[config.mk]
export PLATFORM = sky130hd
export DESIGN_NAME = mult_div_unit_flat
export DESIGN_NICKNAME = d
export VERILOG_FILES = /design/src/rtl/mips_pkg.sv /design/src/rtl/mult_div_unit_if.sv /design/src/rtl/mdu_div_core.sv /design/src/rtl/mult_div_unit.sv /design/src/flat_wrapper.sv
export SDC_FILE = /design/constraint.sdc
export NUM_CORES = 1
export LEC_CHECK = 0
export CAP_MARGIN = 20
export CORE_ASPECT_RATIO = 0.7
export CORE_UTILIZATION = 49
export DETAILED_ROUTE_END_ITERATION = 16
export GPL_ROUTABILITY_DRIVEN = 1
export PLACE_DENSITY_LB_ADDON = 0.08
export SLEW_MARGIN = 5
export SYNTH_ARGS = -nofsm -noshare
export SYNTH_HDL_FRONTEND = slang
export SYNTH_HIERARCHICAL = 1
export SYNTH_SLANG_ARGS = --single-unit
[constraint.sdc]
create_clock -name i_CLK -period 11.5 [get_ports i_CLK]
set_input_delay 1.15 -clock i_CLK [delete_from_list [all_inputs] [get_ports i_CLK]]
set_output_delay 1.15 -clock i_CLK [all_outputs]
set_load 0.02 [all_outputs]
[src/rtl/mips_pkg.sv]
// Shared MIPS core definitions used by the multiply/divide unit:
// data width, MDU operation codes, MDU FSM states and operand helpers.
package mips_pkg;

   localparam int DATA_WIDTH = 32;
   localparam int CNT_WIDTH  = 5;

   typedef enum logic [1:0] {
      MDU_MULT  = 2'b00,
      MDU_MULTU = 2'b01,
      MDU_DIV   = 2'b10,
      MDU_DIVU  = 2'b11
   } mdu_op_e;

   typedef enum logic [1:0] {
      IDLE = 2'b00,
      CALC = 2'b01,
      FIX  = 2'b10
   } mdu_state_e;

   function automatic logic is_signed_op(input mdu_op_e op);
      return (op == MDU_MULT) || (op == MDU_DIV);
   endfunction

   function automatic logic is_div_op(input mdu_op_e op);
      return op[1];
   endfunction

   // Absolute value for signed ops; unsigned operands pass through untouched.
   function automatic logic [DATA_WIDTH-1:0] magnitude(input logic [DATA_WIDTH-1:0] v,
                                                       input logic                  signed_op);
      return (signed_op && v[DATA_WIDTH-1]) ? -v : v;
   endfunction

endpackage

[src/rtl/mult_div_unit_if.sv]
// Execute-stage <-> multiply/divide unit bundle: command, operands, MT writes and HI/LO/status.
interface mult_div_unit_if #(
   parameter int DATA_WIDTH = mips_pkg::DATA_WIDTH
);
   logic                  i_StartE;
   logic [1:0]            i_MduOpE;
   logic [DATA_WIDTH-1:0] i_SrcAE;
   logic [DATA_WIDTH-1:0] i_SrcBE;
   logic                  i_MTHIE;
   logic                  i_MTLOE;
   logic [DATA_WIDTH-1:0] o_HI;
   logic [DATA_WIDTH-1:0] o_LO;
   logic                  o_Busy;
   logic                  o_Done;

   modport master (
      output i_StartE, i_MduOpE, i_SrcAE, i_SrcBE, i_MTHIE, i_MTLOE,
      input  o_HI, o_LO, o_Busy, o_Done
   );

   modport slave (
      input  i_StartE, i_MduOpE, i_SrcAE, i_SrcBE, i_MTHIE, i_MTLOE,
      output o_HI, o_LO, o_Busy, o_Done
   );
endinterface

[src/rtl/mdu_div_core.sv]
// Restoring-divide datapath: unsigned magnitudes in, one quotient bit per enabled cycle,
// quotient/remainder valid after DATA_WIDTH enables.
module mdu_div_core #(
   parameter int DATA_WIDTH = mips_pkg::DATA_WIDTH
) (
   input  logic                  clk,
   input  logic                  rst,
   input  logic                  load,
   input  logic                  en,
   input  logic [DATA_WIDTH-1:0] dividend,
   input  logic [DATA_WIDTH-1:0] divisor,
   output logic [DATA_WIDTH-1:0] quotient,
   output logic [DATA_WIDTH-1:0] remainder
);

   logic [DATA_WIDTH-1:0] rem_q, quo_q, div_q, rem_next;
   logic [DATA_WIDTH:0]   shifted;
   logic                  fits;

   // Partial remainder shifted left with the next dividend bit; subtract only when it fits.
   assign shifted  = {rem_q, quo_q[DATA_WIDTH-1]};
   assign fits     = (shifted >= {1'b0, div_q});
   assign rem_next = fits ? DATA_WIDTH'(shifted - {1'b0, div_q}) : shifted[DATA_WIDTH-1:0];

   always_ff @(posedge clk or posedge rst) begin
      if (rst) begin
         rem_q <= '0;
         quo_q <= '0;
         div_q <= '0;
      end else if (load) begin
         rem_q <= '0;
         quo_q <= dividend;
         div_q <= divisor;
      end else if (en) begin
         rem_q <= rem_next;
         quo_q <= {quo_q[DATA_WIDTH-2:0], fits};
      end
   end

   assign quotient  = quo_q;
   assign remainder = rem_q;

endmodule

[src/rtl/mult_div_unit.sv]
// Iterative MIPS multiply/divide unit with architectural HI/LO, MTHI/MTLO and a busy stall flag.
// Build option MDU_FAST_MULT_EN: single-cycle combinational multiply; divide stays iterative.
module mult_div_unit #(
   parameter int DATA_WIDTH = mips_pkg::DATA_WIDTH,
   parameter int CNT_WIDTH  = mips_pkg::CNT_WIDTH
) (
   input logic            i_CLK,
   input logic            i_RST,
   mult_div_unit_if.slave bus
);
   import mips_pkg::*;

   localparam logic [CNT_WIDTH-1:0] LAST_ITER = CNT_WIDTH'(DATA_WIDTH - 1);

   mdu_state_e              state_q, state_d;
   mdu_op_e                 op_in, op_q;
   logic                    signed_in, launch, calc, fix, mt_ok;
   logic [DATA_WIDTH-1:0]   mag_a_in, mag_b_in;
   logic [DATA_WIDTH-1:0]   a_raw_q, mag_a_q, mag_b_q;
   logic                    neg_q, rem_neg_q, div0_q, busy_q, done_q;
   logic [CNT_WIDTH-1:0]    cnt_q;
   logic [DATA_WIDTH-1:0]   hi_q, lo_q, res_hi, res_lo, quotient, remainder;
   logic [2*DATA_WIDTH-1:0] product, product_s;

   assign op_in     = mdu_op_e'(bus.i_MduOpE);
   assign signed_in = is_signed_op(op_in);
   assign mag_a_in  = magnitude(bus.i_SrcAE, signed_in);
   assign mag_b_in  = magnitude(bus.i_SrcBE, signed_in);

   always_ff @(posedge i_CLK or posedge i_RST) begin
      if (i_RST) state_q <= IDLE;
      else       state_q <= state_d;
   end

   always_comb begin
      // NOTE: every combinational output gets a default first so no path can infer a latch.
      state_d = state_q;
      case (state_q)
         IDLE: begin
            if (bus.i_StartE) begin
`ifdef MDU_FAST_MULT_EN
               state_d = is_div_op(op_in) ? CALC : FIX;
`else
               state_d = CALC;
`endif
            end
         end
         CALC:    if (cnt_q == LAST_ITER) state_d = FIX;
         FIX:     state_d = IDLE;
         default: state_d = IDLE;
      endcase
   end

   always_comb begin
      launch = 1'b0;
      calc   = 1'b0;
      fix    = 1'b0;
      mt_ok  = 1'b0;
      case (state_q)
         IDLE: begin
            launch = bus.i_StartE;
            mt_ok  = !bus.i_StartE;
         end
         CALC:    calc = 1'b1;
         FIX:     fix  = 1'b1;
         default: ;
      endcase
   end

   mdu_div_core #(.DATA_WIDTH(DATA_WIDTH)) u_div_core (
      .clk       (i_CLK),
      .rst       (i_RST),
      .load      (launch),
      .en        (calc && is_div_op(op_q)),
      .dividend  (mag_a_in),
      .divisor   (mag_b_in),
      .quotient  (quotient),
      .remainder (remainder)
   );

`ifdef MDU_FAST_MULT_EN
   assign product = (2*DATA_WIDTH)'(mag_a_q) * (2*DATA_WIDTH)'(mag_b_q);
`else
   logic [2*DATA_WIDTH-1:0] acc_q;
   logic [DATA_WIDTH:0]     acc_sum;

   // Shift-add: add the multiplicand into the upper half for multiplier bit cnt, then shift right.
   assign acc_sum = {1'b0, acc_q[2*DATA_WIDTH-1:DATA_WIDTH]}
                  + (mag_b_q[cnt_q] ? {1'b0, mag_a_q} : '0);

   always_ff @(posedge i_CLK or posedge i_RST) begin
      if (i_RST)                          acc_q <= '0;
      else if (launch)                    acc_q <= '0;
      else if (calc && !is_div_op(op_q))  acc_q <= {acc_sum, acc_q[DATA_WIDTH-1:1]};
   end

   assign product = acc_q;
`endif

   always_comb begin
      product_s = neg_q ? -product : product;
      res_hi    = product_s[2*DATA_WIDTH-1:DATA_WIDTH];
      res_lo    = product_s[DATA_WIDTH-1:0];
      if (is_div_op(op_q)) begin
         if (div0_q) begin
            res_hi = a_raw_q;
            res_lo = '1;
         end else begin
            res_hi = rem_neg_q ? -remainder : remainder;
            res_lo = neg_q ? -quotient : quotient;
         end
      end
   end

   always_ff @(posedge i_CLK or posedge i_RST) begin
      if (i_RST) begin
         op_q      <= MDU_MULT;
         a_raw_q   <= '0;
         mag_a_q   <= '0;
         mag_b_q   <= '0;
         neg_q     <= 1'b0;
         rem_neg_q <= 1'b0;
         div0_q    <= 1'b0;
         cnt_q     <= '0;
         busy_q    <= 1'b0;
         done_q    <= 1'b0;
         hi_q      <= '0;
         lo_q      <= '0;
      end else begin
         // NOTE: state updates use non-blocking assignment so every flop samples pre-edge values.
         busy_q <= (state_d != IDLE);
         done_q <= fix;
         if (launch) begin
            op_q      <= op_in;
            a_raw_q   <= bus.i_SrcAE;
            mag_a_q   <= mag_a_in;
            mag_b_q   <= mag_b_in;
            neg_q     <= signed_in && (bus.i_SrcAE[DATA_WIDTH-1] ^ bus.i_SrcBE[DATA_WIDTH-1]);
            rem_neg_q <= signed_in && bus.i_SrcAE[DATA_WIDTH-1];
            div0_q    <= (bus.i_SrcBE == '0);
            cnt_q     <= '0;
         end else if (calc) begin
            cnt_q <= cnt_q + CNT_WIDTH'(1);
         end
         // HI/LO change only as a whole result in FIX, or by an MT write while idle and not starting.
         if (fix) begin
            hi_q <= res_hi;
            lo_q <= res_lo;
         end else if (mt_ok) begin
            if (bus.i_MTHIE) hi_q <= bus.i_SrcAE;
            if (bus.i_MTLOE) lo_q <= bus.i_SrcAE;
         end
      end
   end

   assign bus.o_HI   = hi_q;
   assign bus.o_LO   = lo_q;
   assign bus.o_Busy = busy_q;
   assign bus.o_Done = done_q;

endmodule

[src/flat_wrapper.sv]
// flat-port wrapper written by rule: the top's interface ports become plain ports
module mult_div_unit_flat import mips_pkg::*;
#(
   parameter int DATA_WIDTH = mips_pkg::DATA_WIDTH,
   parameter int CNT_WIDTH  = mips_pkg::CNT_WIDTH
)
  (i_CLK, i_RST, bus_i_StartE, bus_i_MduOpE, bus_i_SrcAE, bus_i_SrcBE, bus_i_MTHIE, bus_i_MTLOE, bus_o_HI, bus_o_LO, bus_o_Busy, bus_o_Done);
  mult_div_unit_if #(.DATA_WIDTH(DATA_WIDTH)) bus_i ();
  input logic i_CLK;
  input logic i_RST;
  input wire logic [$bits(bus_i.i_StartE)-1:0] bus_i_StartE;
  input wire logic [$bits(bus_i.i_MduOpE)-1:0] bus_i_MduOpE;
  input wire logic [$bits(bus_i.i_SrcAE)-1:0] bus_i_SrcAE;
  input wire logic [$bits(bus_i.i_SrcBE)-1:0] bus_i_SrcBE;
  input wire logic [$bits(bus_i.i_MTHIE)-1:0] bus_i_MTHIE;
  input wire logic [$bits(bus_i.i_MTLOE)-1:0] bus_i_MTLOE;
  output wire logic [$bits(bus_i.o_HI)-1:0] bus_o_HI;
  output wire logic [$bits(bus_i.o_LO)-1:0] bus_o_LO;
  output wire logic [$bits(bus_i.o_Busy)-1:0] bus_o_Busy;
  output wire logic [$bits(bus_i.o_Done)-1:0] bus_o_Done;
  assign bus_i.i_StartE = bus_i_StartE;
  assign bus_i.i_MduOpE = bus_i_MduOpE;
  assign bus_i.i_SrcAE = bus_i_SrcAE;
  assign bus_i.i_SrcBE = bus_i_SrcBE;
  assign bus_i.i_MTHIE = bus_i_MTHIE;
  assign bus_i.i_MTLOE = bus_i_MTLOE;
  assign bus_o_HI = bus_i.o_HI;
  assign bus_o_LO = bus_i.o_LO;
  assign bus_o_Busy = bus_i.o_Busy;
  assign bus_o_Done = bus_i.o_Done;
  mult_div_unit #(.DATA_WIDTH(DATA_WIDTH), .CNT_WIDTH(CNT_WIDTH)) u_core (.i_CLK(i_CLK), .i_RST(i_RST), .bus(bus_i));
endmodule
### Word level (Yosys, flattened, before mapping)

Cells that the tools add are included.

* flip-flop bits (word level): 302
* bits in latches: 0
* RAM bits: 0
* ROM bits: 0
* input bits: 71
* output and inout port bits: 66
* memories kept: 0

* add/sub/neg operators: 8
* multipliers: 0
* div/mod/pow operators: 0
* $lt $le $gt $ge: 2
* equality and inequality tests: 4
* shift operators: 0
* mux-type cells: 34
* bitwise logic cells: 1
* reductions and logical operators: 20

Operator list (count)
* two-way mux 32 bit: 20
* two-way mux 64 bit: 3
* negator 32 bit: 4
* negator 64 bit: 1
* adder 32 x 33 -> 33 bit: 1
* >= comparator 33 x 32 -> 1 bit: 1
* logical NOT 32 bit: 1
* subtractor 32 bit: 1
* nonzero test 2 bit: 7
* two-way mux 5 bit: 2
* < comparator 5 x 6 -> 1 bit (second input constant): 1
* adder 5 x 1 -> 5 bit (second input constant): 1
* binary-select mux 1 bit (select 5 bit): 1
* == test 5 bit (second input constant): 1
* logical AND 1 bit: 5
* two-way mux 1 bit: 5
* == test 2 bit (second input constant): 2
* logical NOT 2 bit: 2
* two-way mux 2 bit: 2
* case mux 2 bit (2 select lines): 1
* AND reduction 2 bit: 2
* == test 2 x 1 -> 1 bit (second input constant): 1
* logical NOT 1 bit: 2
* logical OR 1 bit: 1
* XOR 1 bit: 1

### Depth between registers and ports, before layout

Gate-level depths: netlist of the first run.

* depth in word-level cells: 6
* gate-level depth with buffers: 17
* depth with buffers taken out: 15

### By module

The synthesis of the first run kept the hierarchy.

By module, submodules not included
* mult_div_unit: instances 1, cells each 1951, area an instance 15996.6 um^2, sequential area each 5905.7 um^2
* mdu_div_core: instances 1, cells each 676, area an instance 6134.6 um^2, sequential area each 2402.3 um^2

### Least setup slack after synthesis of the first run

No wires, ideal clock.

* kind: register to register
* from: reg u_core.cnt_q[0]
* to: reg u_core.acc_q[60]
* setup time: 0.130 ns
* arrival: 4.388 ns
* data required time: 11.370 ns
* setup slack: 6.982 ns
* stages on the path, launching flop included: 16
* path buffers: 2
* cells stage by stage: dfrtp_1 -> buf_1 -> mux4_2 -> mux4_2 -> mux2i_1 -> clkbuf_1 -> nor2b_1 -> ha_1 -> a21oi_1 -> nor2_1 -> a2111oi_0 -> nand4_1 -> a31o_2 -> a211oi_1 -> xor2_1 -> o21ai_0

* word-level cells in the longest chain between the ends: 6

RTL lines
* start, declared: RTL line mult_div_unit.sv:21 `logic [CNT_WIDTH-1:0] cnt_q;`
* start signal, assigned: RTL line mult_div_unit.sv:143 `cnt_q <= cnt_q + CNT_WIDTH'(1);`
* binary-select mux 1 bit (select 5 bit): RTL line mult_div_unit.sv:89 `+ (mag_b_q[cnt_q] ? {1'b0, mag_a_q} : '0);`
* two-way mux 1 bit (not written as such): RTL line mult_div_unit.sv:89
* two-way mux 32 bit: RTL line mult_div_unit.sv:89
* adder 32 x 33 -> 33 bit: RTL line mult_div_unit.sv:89
* two-way mux 64 bit: RTL line mult_div_unit.sv:94 `else if (calc && !is_div_op(op_q)) acc_q <= {acc_sum, acc_q[DATA_WIDTH-1:1]};`
* two-way mux 64 bit: RTL line mult_div_unit.sv:93 `else if (launch) acc_q <= '0;`
* end signal, assigned: RTL line mult_div_unit.sv:94
* end, declared: RTL line mult_div_unit.sv:84 `logic [2*DATA_WIDTH-1:0] acc_q;`

Every way passes these cells. The select of a mux whose other input is x is not followed.
A chain may end at the register's enable or synchronous reset.

### Worst setup path after layout of the first run

* from: reg u_core.cnt_q[0]
* to: reg u_core.acc_q[58]

The elaborated chain is that of the path after synthesis.

==> results.toml, run 1 <==
[synthesis]
synth-main-ff-cell = "dfrtp_1"
ys_top_cells_by_count = "nand2_1, dfrtp_1, o21ai_0"
synth.avg_cell_area_um2 = 8.42
yosysMostFrequentCell = "nand2_1"
syn_area_um2 = 22100
synth_cell_types = 92
synth_top_area_share = 0.375
seq_area_frac_synth = 0.375
synth_edf_count = 0
yosys_warnings = 6
synthTopCellsByArea = "dfrtp_1, nand2_1, o21ai_0"
synth_seq_cells = 332
syn_inst = 2627
yosys.area.top_type = "dfrtp_1"
mappedNetlistNets = 2771
synth-async-reset-ratio = 1.00

[timing]
rsz0062_at_grt = "false"
fin_setup_tns_ns = 0
worst_pin_slew_ns = 1.16
fmax_mhz = 200
period_needed_ns = 4.99
slew_violations = 0
max-slew-margin-rel = 0.229
fin_worst_skew_ns = 0.0371
finalSetupViolCount = 0
setup_slack_ns = 6.51
hold_viol_final = 0
holdWs_ns = 0.475
fin_crit_sh = 0.434

[setup_path]
crit_required_ns = 11.92
cp_max_fo = 32
crit_chain = "mux4_2 > mux4_2 > mux2i_2 > buf_4 > nor2b_1 > ha_1 > a21oi_1 > nor2_1 > a2111oi_0 > nand4_1 > a31oi_1 > o21ai_0 > xnor2_1 > o21ai_0"
slowest_delay_ns = 0.74
critPathLaunchType = "register"
rr_startpoint = "u_core/cnt_q[0]"
worstPathBufferInverterCount = 1
r2r_slack_ns = 6.51
slowest_stage = "dfrtp_1"
worst-setup-path-type = "register to register"
crit_family = "compound AO/OA/AOI/OAI gates"
cp-end-kind = "register"
r2r-end = "u_core/acc_q[58]"
worst_r2r_path_depth = 14
worstPathArrival_ns = 5.41

[clock_tree]
numCtsBuffers = 37
cts_tree = "done"
cts_setup_buffers = 0
clk_pin_slew_ns = 0.07
clock-sinks = 332
cts_resized = 0
htree_levels = 2
clockBufferDepth = 3
clock_tree.root_cell = "clkbuf_16"
clock_latency_ns = 0.55
cts_hold_buf = 0

[cells_and_area]
drive_above_1_share = 0.0546
area_delta_synth_final_pct = 12.8
fin_area_um2 = 25000
nFillCells = 4030
fin_nets = 2812
utilization = 0.566

[global_route]
first_global_vias = 18721
grt.overflow.total = 0
grt_max_degree = 166
grt_pass1_wl_um = 122000
grt_usage = 0.349
grt_antenna_before_repair = 1

[die]
initial_core_util = 0.502
core_um2 = 44100
io_pins = 137
row_count = 64
die_area_um2 = 46000
dieHeight_um = 180
dieWidth_um = 256

[route]
via_per_inst = 6.27
wl_per_cell_um = 24.9
routed_wl_um = 81700
ant_nets = 0
dr.pass1.iters = 6
drt_iter0_drc = 2660
dr_total_vias = 20605
drc = 0

[placement]
placed_cell_area_um2 = 23800
pre_cts_ws_ns = 6.36
place_hpwl_um = 60500
port_buffers = 136
routabilityCongestion = 1.00

[hold_path]
worstHoldStart = "u_core/mag_b_q[15]"
min_to = "u_core/mag_b_q[15]"
min_path_type = "register to register"
hold_depth = 2

[outcome]
outcome = "completed"

[pwr]
power_density_nw_per_um2 = 347
p_leak_nw = 10.5
ir_drop_mv = 0.365

[flow_run]
maxCapViolations = 0
[layer usage]
layer | part of all wire | GRT usage
met4 | 0.017 | 0.0649
met3 | 0.14 | 0.133
met5 | 0 | 0
met1 | 0.48 | 0.558
met2 | 0.36 | 0.432
[stage by stage]
step           power, W  std cells
3_3_place_gp    0.00722       3223
5_1_grt         0.00919       3287
6_report        0.00866       3287
4_1_cts         0.00851       3286
2_1_floorplan   0.00567       2627
3_5_place_dp    0.00729       3223
[power breakdown]
group / switching, W / internal, W
combinational: 0.00313 / 0.00195
sequential: 0.000657 / 0.00172
clock: 0.000508 / 0.000690
[worst max path at each step]
stage,startpoint,endpoint,slack [ns],cells after the start
final,u_core/cnt_q[0],u_core/acc_q[58],6.51,14
after global routing,u_core/cnt_q[0],u_core/acc_q[58],6.08,14
after CTS,u_core/cnt_q[0],u_core/acc_q[58],6.55,14
after detailed placement,bus_i_StartE,u_core/u_div_core/remainder[27],6.36,8
after global placement,bus_i_StartE,u_core/u_div_core/remainder[27],6.45,8
after floorplan,i_RST,u_core/a_raw_q[0],3.88,1
[tightest hold or removal path: stages, from the launching register on]
cell and delay (ns):
dfrtp_1 0.34, nand2_1 0.05, nand2_1 0.05
[layout make-up]
type,count,area (um^2),share of cell area
repair buffers,158,1540,0.0616
inverters,73,289,0.0116
diodes,1,2.50,0.000100
flip-flops and latches,332,8310,0.333
well taps,594,743,0.0298
clock inverters,11,113,0.00451
multi-input cells,2066,12900,0.517
clock buffers,52,1060,0.0426
[logic make-up (layout without fill, tap and decap cells)]
kind of cell / Yosys count / in the layout / synth area share
AND/OR/NAND/NOR: 963 / 963 / 0.200
AO/OA/AOI/OAI: 712 / 712 / 0.203
flip-flops: 332 / 332 / 0.375
XOR/XNOR: 229 / 229 / 0.0906
buffers and inverters: 229 / 294 / 0.0423
multiplexers: 89 / 89 / 0.0466
adder cells (fa/ha/maj): 73 / 73 / 0.0419
other: 0 / 1 / 0
[cell usage in the layout, fill, tap and decap left out, types with 39 or more instances in the layout]
master	Yosys	layout
ha_1	71	71
nor2_1	123	121
clkdlybuf4s50_1	0	136
clkbuf_16	0	39
o31ai_1	42	42
a21oi_1	137	137
dfrtp_1	332	329
nand2_1	546	545
xnor2_1	120	120
xor2_1	109	109
inv_1	72	70
mux2i_1	67	66
o21ai_0	278	278
nor2b_1	50	50
[sequential cells by signal (all words and copies together) (netlist names), 31 cells and up]
signal	cells
u_core/mag_a_q	31
u_core/u_div_core/remainder	32
u_core/a_raw_q	32
u_core/acc_q	64
u_core/bus.o_LO	32
u_core/u_div_core/div_q	32
u_core/u_div_core/quotient	32
u_core/mag_b_q	32
u_core/bus.o_HI	32
(Power assumes the default switching activity.)
==> run 2: changes to the inputs <==
==> constraint.sdc (replaced) <==
create_clock -name i_CLK -period 5.05 [get_ports i_CLK]
set_input_delay 0.505 -clock i_CLK [delete_from_list [all_inputs] [get_ports i_CLK]]
set_output_delay 0.505 -clock i_CLK [all_outputs]
set_load 0.02 [all_outputs]
==> run 2 against run 1 <==
  * Clock-buffer cell count did not move
  * Cell count rose by 0.49%
  * Via count barely moved
  * Clock skew barely moved
  * Maximum frequency rose by 9.7%
  * Non-clock buffer count rose by 11
  * First-iteration DRC count rose by 1.7%
  * Setup slack got worse by 6.0 ns
==> results.toml, run 2 (same netlist as run 1, synthesis figures left out) <==
[outcome]
outcome = "completed"

[cells_and_area]
fin_nets = 2824
final_cell_mix = "nand2_1, dfrtp_1, o21ai_0, a21oi_1, clkdlybuf4s50_1"
drive_above_1_share = 0.0613
largest_reg_flops = 64
final_common_cell = "nand2_1"
regMostFlops = "u_core/acc_q"
area_delta_synth_final_pct = 14.0
fin_cells = 3303

[die]
io_pins = 137
die_area_um2 = 46000
dieHeight_um = 180
row_count = 64
core_um2 = 44100
initial_core_util = 0.502
dieWidth_um = 256

[pwr]
swShare = 0.490
total_power_w = 0.0200
intPower_w = 0.0102
p_comb_frac = 0.577
power_density_nw_per_um2 = 793
ir_drop_mv = 0.447
netSwitchingPower_w = 0.00980
power_frac_seq = 0.274
clkPwrFrac = 0.149
p_leak_nw = 10.6

[hold_path]
worstHoldStart = "u_core/mag_b_q[6]"
min_path_type = "register to register"
hold_depth = 2
min_to = "u_core/mag_b_q[6]"

[placement]
place_hpwl_um = 60800
routabilityCongestion = 0.977
port_buffers = 136
dpl.cell_count = 3232

[route]
via_per_inst = 6.24
drc = 0
ant_nets = 0
highest_layer = "met5"
wl_met1_um = 39100
wl_per_cell_um = 24.5
drt_iter0_drc = 2705
dr.pass1.iters = 8
routed_wl_um = 81000
wl_met3_um = 10900
dr_total_vias = 20621
wl_met2_um = 29500

[timing]
slew_violations = 0
max-slew-margin-rel = 0.250
worst_pin_slew_ns = 1.13
hold_viol_final = 0
period_needed_ns = 4.55
rsz0062_at_grt = "false"
fin_setup_tns_ns = 0
fin_crit_sh = 0.902
finalSetupViolCount = 0
fmax_mhz = 220
fin_worst_skew_ns = 0.0368

[setup_path]
worstPathArrival_ns = 5.02
crit_chain = "buf_4 > mux4_2 > mux4_2 > mux2i_2 > buf_12 > nor2b_1 > ha_1 > a21oi_1 > nand2_1 > a2111oi_0 > buf_4 > nand4_1 > a31oi_1 > o41ai_1 > xnor2_1 > o21ai_0"
slowest_stage = "mux4_2"
r2r_slack_ns = 0.50
worst_r2r_path_depth = 16
crit_required_ns = 5.52
cp_max_fo = 32
worst-setup-path-type = "register to register"
rr_startpoint = "u_core/cnt_q[0]"
critPathLaunchType = "register"
cp-end-kind = "register"
slowest_delay_ns = 0.55
r2r-end = "u_core/acc_q[62]"

[clock_tree]
clock_tree.root_cell = "clkbuf_16"
cts_resized = 0
cts_setup_buffers = 0
htree_levels = 2
cts_hold_buf = 0
clock_latency_ns = 0.58
cts_tree = "done"
numCtsBuffers = 38
clock-sinks = 332
clockBufferDepth = 3
clk_pin_slew_ns = 0.06

[flow_run]
maxCapViolations = 0

[global_route]
grt_max_degree = 106
grt_usage = 0.349
grt_pass1_wl_um = 122000
first_global_vias = 18658
grt_antenna_before_repair = 6
grt.overflow.total = 0
[run 2: cell count changes in the layout (fill, tap and decap cells not counted), moves of 3 or more]
cell        change
buf_12          +3
clkbuf_8        +5
clkbuf_1        -4
clkinv_2        -4
clkinvlp_4      +7
bufinv_16       +3
buf_4           +7
[run 2: metrics by stage]
step / area, um^2 / hold slack (ns) / utilization / setup WS [ns]
floorplan: 22100 / 0.438 / - / 0.532
global placement: 23900 / 0.456 / 0.542 / 0.480
detailed placement: 23900 / 0.459 / 0.542 / 0.545
CTS: 25200 / 0.473 / 0.571 / 0.519
global route: 25200 / 0.483 / 0.572 / 0.107
finish: 25200 / 0.471 / 0.572 / 0.497
[run 2: cell type report]
cell class / instances / area [um^2]
Fill cell: 4053 / 18900
Multi-Input combinational cell: 2066 / 12900
Sequential cell: 332 / 8310
Timing Repair Buffer: 169 / 1660
Clock buffer: 52 / 1090
Tap cell: 594 / 743
Inverter: 73 / 285
Clock inverter: 15 / 226
Antenna cell: 2 / 5.00
[run 2: per-layer routing]
| layer | GRT usage | vias to the layer above |
|---|---|---|
| met5 | 0 | - |
| li1 | - | 9397 |
| met2 | 0.431 | 1085 |
| met1 | 0.564 | 10042 |
| met3 | 0.123 | 93 |
| met4 | 0.0704 | 4 |
[run 2: power by group through the flow]
stage	clock, W	sequential [W]	combinational, W
final	0.00299	0.00548	0.0115
after global routing	0.00314	0.00561	0.0125
after CTS	0.00302	0.00542	0.0112
after detailed placement	0	0.00545	0.0112
after global placement	0	0.00541	0.0110
after floorplan	0	0.00510	0.00781
[run 2: how the worst max path moves through the flow]
stage / start / end / slack [ns]
5_1_grt: u_core/cnt_q[0] / u_core/acc_q[58] / 0.11
6_report: u_core/cnt_q[0] / u_core/acc_q[62] / 0.50
4_1_cts: u_core/cnt_q[0] / u_core/acc_q[62] / 0.52
3_5_place_dp: u_core/cnt_q[0] / u_core/acc_q[62] / 0.55
2_1_floorplan: u_core/cnt_q[0] / u_core/acc_q[60] / 0.53
3_3_place_gp: u_core/cnt_q[0] / u_core/acc_q[58] / 0.48
[run 2: critical path, delay by kind of cell, from the launching register on]
family	cells	cell delay [ns]
buf+inv	3	0.65
flops	1	0.32
xor+xnor	1	0.14
simple gates	3	0.31
compound gates	5	1.42
fa+ha+maj	1	0.37
mux	3	1.26
